### config.mk
export PLATFORM = sky130hd
export DESIGN_NAME = lut_table_writer
export DESIGN_NICKNAME = d
export VERILOG_FILES = /design/src/rtl/lut_cfg_pkg.sv /design/src/rtl/lut_bank.sv /design/src/rtl/lut_table_writer.sv
export SDC_FILE = /design/constraint.sdc
export NUM_CORES = 2
export LEC_CHECK = 0
export CORE_MARGIN = 3
export CORE_UTILIZATION = 42
export DETAILED_ROUTE_END_ITERATION = 10
export PLACE_DENSITY_LB_ADDON = 0.12
export SKIP_CTS_REPAIR_TIMING = 1
export SLEW_MARGIN = 0
export SYNTH_ARGS = -nofsm -noshare
export SYNTH_HDL_FRONTEND = slang
export SYNTH_HIERARCHICAL = 1
export SYNTH_SLANG_ARGS = --single-unit
### constraint.sdc
create_clock -name clk -period 3.6 [get_ports clk]
set_input_delay 0.72 -clock clk [delete_from_list [all_inputs] [get_ports clk]]
set_output_delay 0.72 -clock clk [all_outputs]
set_load 0.01 [all_outputs]
### src/rtl/lut_cfg_pkg.sv
// Shared types and defaults for the LUT table writer: FSM state encoding,
// default geometry, and the words-per-table-image derivation.
package lut_cfg_pkg;

  localparam int unsigned IN_BITS_DEF     = 6;
  localparam int unsigned WORD_W_DEF      = 16;
  localparam int unsigned NUM_NEURONS_DEF = 32;

  typedef enum logic [1:0] {
    IDLE   = 2'd0,
    LOAD   = 2'd1,
    DRAIN  = 2'd2,
    COMMIT = 2'd3
  } cfg_state_e;

  // Number of config data words that make up one truth-table image.
  function automatic int unsigned tbl_words(input int unsigned in_bits,
                                            input int unsigned word_w);
    return (32'(1) << in_bits) / word_w;
  endfunction

endpackage

### src/rtl/lut_bank.sv
// Neuron truth-table storage: one commit write port, registered lookup port
// and, when LUT_READBACK_EN is defined, a registered word readback port.
module lut_bank
  import lut_cfg_pkg::*;
#(
  parameter int unsigned IN_BITS     = IN_BITS_DEF,
  parameter int unsigned NUM_NEURONS = NUM_NEURONS_DEF,
  parameter int unsigned WORD_W      = WORD_W_DEF,
  localparam int unsigned DEPTH      = 32'(1) << IN_BITS,
  localparam int unsigned TBL_WORDS  = tbl_words(IN_BITS, WORD_W),
  localparam int unsigned IDX_W      = $clog2(NUM_NEURONS),
  localparam int unsigned WSEL_W     = (TBL_WORDS > 1) ? $clog2(TBL_WORDS) : 1
) (
  input  logic               clk,
  input  logic               rst,
  input  logic               wr_en_i,
  input  logic [IDX_W-1:0]   wr_idx_i,
  input  logic [DEPTH-1:0]   wr_data_i,
  input  logic               eval_valid_i,
  input  logic [IDX_W-1:0]   eval_idx_i,
  input  logic [IN_BITS-1:0] eval_in_i,
  output logic               eval_out_o,
  output logic               eval_out_valid_o
`ifdef LUT_READBACK_EN
  ,
  input  logic               rb_valid_i,
  input  logic [IDX_W-1:0]   rb_idx_i,
  input  logic [WSEL_W-1:0]  rb_word_i,
  output logic [WORD_W-1:0]  rb_data_o,
  output logic               rb_data_valid_o
`endif
);

  logic [DEPTH-1:0] tbl_q [NUM_NEURONS];
  logic             eval_out_q;
  logic             eval_out_valid_q;
  logic             eval_hit_c;

  assign eval_hit_c = (32'(eval_idx_i) < NUM_NEURONS);

  // Reads sample tbl_q before a same-edge commit lands, so a colliding
  // lookup sees the old table.
  always_ff @(posedge clk) begin
    if (rst) begin
      for (int n = 0; n < int'(NUM_NEURONS); n++) tbl_q[n] <= '0;
      eval_out_q       <= 1'b0;
      eval_out_valid_q <= 1'b0;
    end else begin
      if (wr_en_i) tbl_q[wr_idx_i] <= wr_data_i;
      eval_out_valid_q <= eval_valid_i;
      eval_out_q       <= eval_valid_i && eval_hit_c && tbl_q[eval_idx_i][eval_in_i];
    end
  end

  assign eval_out_o       = eval_out_q;
  assign eval_out_valid_o = eval_out_valid_q;

`ifdef LUT_READBACK_EN
  logic [WORD_W-1:0] rb_data_q;
  logic              rb_data_valid_q;
  logic              rb_hit_c;

  assign rb_hit_c = (32'(rb_idx_i) < NUM_NEURONS);

  always_ff @(posedge clk) begin
    if (rst) begin
      rb_data_q       <= '0;
      rb_data_valid_q <= 1'b0;
    end else begin
      rb_data_valid_q <= rb_valid_i;
      if (rb_valid_i && rb_hit_c) rb_data_q <= tbl_q[rb_idx_i][32'(rb_word_i)*WORD_W +: WORD_W];
      else                        rb_data_q <= '0;
    end
  end

  assign rb_data_o       = rb_data_q;
  assign rb_data_valid_o = rb_data_valid_q;
`endif

endmodule

### src/rtl/lut_table_writer.sv
// Runtime loader for a bank of neuron truth tables: parses header+data images
// from the config stream, commits them atomically, serves lookups. Optional
// word readback port is built when LUT_READBACK_EN is defined.
module lut_table_writer
  import lut_cfg_pkg::*;
#(
  parameter int unsigned IN_BITS     = IN_BITS_DEF,
  parameter int unsigned NUM_NEURONS = NUM_NEURONS_DEF,
  parameter int unsigned WORD_W      = WORD_W_DEF,
  localparam int unsigned DEPTH      = 32'(1) << IN_BITS,
  localparam int unsigned TBL_WORDS  = tbl_words(IN_BITS, WORD_W),
  localparam int unsigned IDX_W      = $clog2(NUM_NEURONS),
  localparam int unsigned WSEL_W     = (TBL_WORDS > 1) ? $clog2(TBL_WORDS) : 1
) (
  input  logic               clk,
  input  logic               rst,
  input  logic               cfg_valid,
  output logic               cfg_ready,
  input  logic [WORD_W-1:0]  cfg_data,
  input  logic               cfg_last,
  output logic               cfg_busy,
  output logic               cfg_err,
  output logic               commit_pulse,
  input  logic               eval_valid,
  input  logic [IDX_W-1:0]   eval_idx,
  input  logic [IN_BITS-1:0] eval_in,
  output logic               eval_out,
  output logic               eval_out_valid
`ifdef LUT_READBACK_EN
  ,
  input  logic               rb_valid,
  input  logic [IDX_W-1:0]   rb_idx,
  input  logic [WSEL_W-1:0]  rb_word,
  output logic [WORD_W-1:0]  rb_data,
  output logic               rb_data_valid
`endif
);

  localparam logic [WSEL_W-1:0] LAST_WORD = WSEL_W'(TBL_WORDS - 1);

  cfg_state_e        state_q, state_d;
  logic [IDX_W-1:0]  idx_q, idx_d;
  logic [WSEL_W-1:0] cnt_q, cnt_d;
  logic [DEPTH-1:0]  shadow_q, shadow_d;
  logic              err_q, err_d;
  logic              ready_q, ready_d;
  logic              busy_q, busy_d;
  logic              commit_q, commit_d;
  logic              accept_c;
  logic              hdr_oor_c;

  assign accept_c  = cfg_valid && ready_q;
  // Range check uses the whole header word so stray upper bits cannot alias
  // onto a valid neuron.
  assign hdr_oor_c = (32'(cfg_data) >= NUM_NEURONS);

  always_ff @(posedge clk) begin
    if (rst) begin
      state_q  <= IDLE;
      idx_q    <= '0;
      cnt_q    <= '0;
      shadow_q <= '0;
      err_q    <= 1'b0;
      ready_q  <= 1'b1;
      busy_q   <= 1'b0;
      commit_q <= 1'b0;
    end else begin
      state_q  <= state_d;
      idx_q    <= idx_d;
      cnt_q    <= cnt_d;
      shadow_q <= shadow_d;
      err_q    <= err_d;
      ready_q  <= ready_d;
      busy_q   <= busy_d;
      commit_q <= commit_d;
    end
  end

  always_comb begin
    state_d  = state_q;
    idx_d    = idx_q;
    cnt_d    = cnt_q;
    shadow_d = shadow_q;
    err_d    = err_q;
    case (state_q)
      IDLE: begin
        if (accept_c) begin
          err_d = 1'b0;
          if (cfg_last) begin
            err_d = 1'b1;
          end else if (hdr_oor_c) begin
            err_d   = 1'b1;
            state_d = DRAIN;
          end else begin
            idx_d   = cfg_data[IDX_W-1:0];
            cnt_d   = '0;
            state_d = LOAD;
          end
        end
      end
      LOAD: begin
        if (accept_c) begin
          shadow_d[32'(cnt_q)*WORD_W +: WORD_W] = cfg_data;
          cnt_d = WSEL_W'(cnt_q + 1'b1);
          if (cnt_q == LAST_WORD) begin
            if (cfg_last) begin
              state_d = COMMIT;
            end else begin
              err_d   = 1'b1;
              state_d = DRAIN;
            end
          end else if (cfg_last) begin
            err_d   = 1'b1;
            state_d = IDLE;
          end
        end
      end
      DRAIN: begin
        if (accept_c && cfg_last) state_d = IDLE;
      end
      COMMIT: begin
        state_d = IDLE;
      end
      default: begin
        state_d = IDLE;
      end
    endcase
    // Status outputs are registered images of the next state.
    ready_d  = (state_d != COMMIT);
    busy_d   = (state_d != IDLE);
    commit_d = (state_d == COMMIT);
  end

  assign cfg_ready    = ready_q;
  assign cfg_busy     = busy_q;
  assign cfg_err      = err_q;
  assign commit_pulse = commit_q;

  lut_bank #(
    .IN_BITS     (IN_BITS),
    .NUM_NEURONS (NUM_NEURONS),
    .WORD_W      (WORD_W)
  ) u_bank (
    .clk              (clk),
    .rst              (rst),
    .wr_en_i          (state_q == COMMIT),
    .wr_idx_i         (idx_q),
    .wr_data_i        (shadow_q),
    .eval_valid_i     (eval_valid),
    .eval_idx_i       (eval_idx),
    .eval_in_i        (eval_in),
    .eval_out_o       (eval_out),
    .eval_out_valid_o (eval_out_valid)
`ifdef LUT_READBACK_EN
    ,
    .rb_valid_i       (rb_valid),
    .rb_idx_i         (rb_idx),
    .rb_word_i        (rb_word),
    .rb_data_o        (rb_data),
    .rb_data_valid_o  (rb_data_valid)
`endif
  );

endmodule
==> summary.txt <==
Setup path
  • Critical path endpoint category: register
  • R2R setup slack: 0.36 ns
  • Critical path type: input pin to register
  • Critical path's largest stage delay: 0.61 ns
  • CP arrival: 4.32 ns
  • Crit start category: input pin
  • CP max-delay cell: o22ai_1
  • CP most frequent cell: buf_12
  • Worst-path maximum fanout: 23
  • Worst EP required: 4.38 ns
  • Critical Path, Cell by Cell: buf_8 -> buf_12 -> buf_12 -> buf_12 -> mux4_2 -> mux4_2 -> o22ai_1 -> buf_4 -> nor3_1 -> a22oi_1 -> o2111ai_1 -> and3_1

Timing
  • Tcrit/Tclk final: 98.3%
  • Worst slew pin tran: 1.26 ns
  • RSZ-0062 raised after global routing: no
  • Hold Vio Cnt, Final: 0
  • Final Skew: 0.0335 ns
  • Fmax: 0.283 GHz
  • Rel. slew slack: 16.2%
  • Tmin final: 3.54 ns
  • Pins Over Slew Limit: 0
  • Post-route setup slack: 0.0605 ns
  • Final setup violation count: 0

Synthesis
  • Avg Cell Area, Syn: 15.0 um^2
  • Syn Nets: 6,467
  • Syn Inst Count: 6,429
  • Asr flop ratio synth: 0%
  • Yosys cell types: 66
  • Post-synth EDFFs: 2,048
  • Sequential element share of the synthesized area: 65.4%
  • Synth Flop Type: edfxtp_1
  • Total of warnings raised by yosys: 6
  • Syn Std Cell Area: 0.0964 mm^2
  • #FFs+latches synth: 2,127

Placed design
  • Detail Placement HPWL: 194 mm
  • IO buf count: 37
  • RD Place Congestion: 0.847
  • Pre-CTS setup slack: -0.786 ns

Die
  • Cell Rows: 175
  • Die width: 485 um
  • Die H: 485 um
  • DIE AREA: 0.235 mm^2
  • Starting density of the core: 42.3%
  • CORE AREA: 0.228 mm^2
  • I/O Pins: 38

GRT
  • Largest net degree at the start of global routing: 107
  • Gr usage total: 30.4%
  • First-pass GRT wire length: 495 mm
  • Vias in the first global route: 59.3k
  • Overflow after GRT: 0
  • Antenna violations before repair: 43

Layout
  • Most common cell after layout, fill and taps aside: and2_1
  • Share of cells above drive strength 1: 20.0%
  • Final Util: 48.7%
  • Area delta synth->final: 15.2%
  • Most frequent cells in the layout: and2_1, edfxtp_1, mux4_2, buf_4, mux2i_1
  • Nets: 6,622

CTS
  • Worst skew pair latency: 0.89 ns
  • CTS sink cnt: 2,127
  • CTS tree: done
  • Num CTS Buffers: 227
  • Max clock buf depth: 3
  • Clock root buffer: clkbuf_16
  • CTS H-tree depth: 4
  • CTS clk-pin slew, worst paths: 0.06 ns

Detailed routing
  • DR pass1 iterations: 6
  • Mean routed wirelength per cell: 36.7 um
  • Vias/cell: 6.12
  • DRT antenna net count: 0
  • Drt total wl: 360 mm
  • DR vias: 60.1k
  • Starting DRT DRC Count: 10.4k
  • DRC Markers: 0

Run status
  • Run status: finished clean

Power and ir drop
  • Leakage Power: 38.6 nW
  • Clk pwr share: 40.8%
  • Cell Pwr Density: 497 mW/mm^2
  • Sw frac: 23.3%
  • NetSw: 0.0128 W
  • Flop pwr share: 51.6%
  • Pint: 0.0423 W
  • Logic pwr share: 7.7%
  • Worst vdd ir: 0.000468 V

Worst hold path
  • Hold Crit Class: input pin to register

Job
  • Max-Cap Viols: 0
## state kept, by name, indices dropped and copies added (netlist names)
name / count
cfg_busy: 1
cfg_err: 1
cfg_ready: 1
cnt_q: 2
commit_pulse: 1
idx_q: 5
shadow_q: 64
state_q: 2
u_bank/eval_out_o: 1
u_bank/eval_out_valid_o: 1
u_bank/tbl_q: 2048
## cell type report
cell class | count | area (um^2)
sequential | 2127 | 63100
antenna | 30 | 75.1
clock buffer | 299 | 5990
tap | 3009 | 3760
fill | 19100 | 117000
timing repair buffer | 583 | 6380
clock inverter | 118 | 1000
inverter | 11 | 46.3
multi-input combinational | 3634 | 30700
## logic make-up after synthesis
kind of cell / share of synthesized area, %
muxes: 12.4
DFF: 65.4
buffers and inverters: 3.10
xor gates and xnor gates: 0.00909
and+or+nand+nor: 15.3
adders and majority gates: 0.0779
AOI/OAI and AO/OA: 3.68
## worst max-delay path: cells and delay by family
family	cells	cell delay, ns
buffers and inverters	5	1.21
muxes	2	1.06
AOI/OAI and AO/OA	3	0.97
and+or+nand+nor	2	0.27
## final timing paths
path                       startpoint                end  cells after the start
setup / recovery          eval_idx[0]  u_bank/eval_out_o                     12
hold / removal                    rst       shadow_q[63]                      3
setup reg to reg  u_bank/tbl_q[22][5]  u_bank/eval_out_o                     10
hold reg to reg              idx_q[1]           idx_q[1]                      2
## cell usage after synthesis, drive strengths merged (8+ instances only)
cell / n / area share, %
buf: 127 / 0.99
mux2i: 251 / 2.6
clkbuf: 530 / 2.1
nor2b: 12 / 0.078
a21oi: 155 / 0.81
a22oi: 57 / 0.44
o221ai: 92 / 0.84
or3: 8 / 0.052
nor2: 69 / 0.27
o21ai: 104 / 0.54
nand3: 12 / 0.062
or2: 36 / 0.23
edfxtp: 2048 / 64
nor3: 42 / 0.22
dfxtp: 79 / 1.6
nor4: 16 / 0.12
a2111oi: 8 / 0.073
nand4: 69 / 0.45
mux4: 415 / 9.7
a22o: 15 / 0.14
a211oi: 12 / 0.093
nand2: 56 / 0.22
o22ai: 64 / 0.42
and2: 2053 / 13
a221oi: 13 / 0.12
inv: 11 / 0.043
## power by group through the flow
stage	Combinational [W]	Sequential, W	Clock, W
final	0.00422	0.0285	0.0225
after global routing	0.00432	0.0285	0.0237
after CTS	0.00418	0.0285	0.0227
after detailed placement	0.00417	0.0290	0
after global placement	0.00417	0.0289	0
after floorplan	0.00206	0.0289	0
## layer usage
metal  wire length [um]  vias up  GRT usage (%)
met5                 11        -              0
li1                   -    24200              -
met3              38600      658           5.35
met4              13900        2           11.4
met2             166000     4011           47.4
met1             142000    31200           42.7
## through the flow
stage	area (um^2)	setup TNS (ns)	power [W]	instances	hold slack (ns)
after floorplan	96400	0	0.0309	6429	0.464
after global placement	104000	-0.819	0.0331	9364	0.487
after detailed placement	104000	-0.786	0.0331	9364	0.502
after CTS	111000	0	0.0554	9781	0.439
after global routing	111000	0	0.0566	9787	0.494
final	111000	0	0.0552	9811	0.483
(Power assumes the default switching activity.)
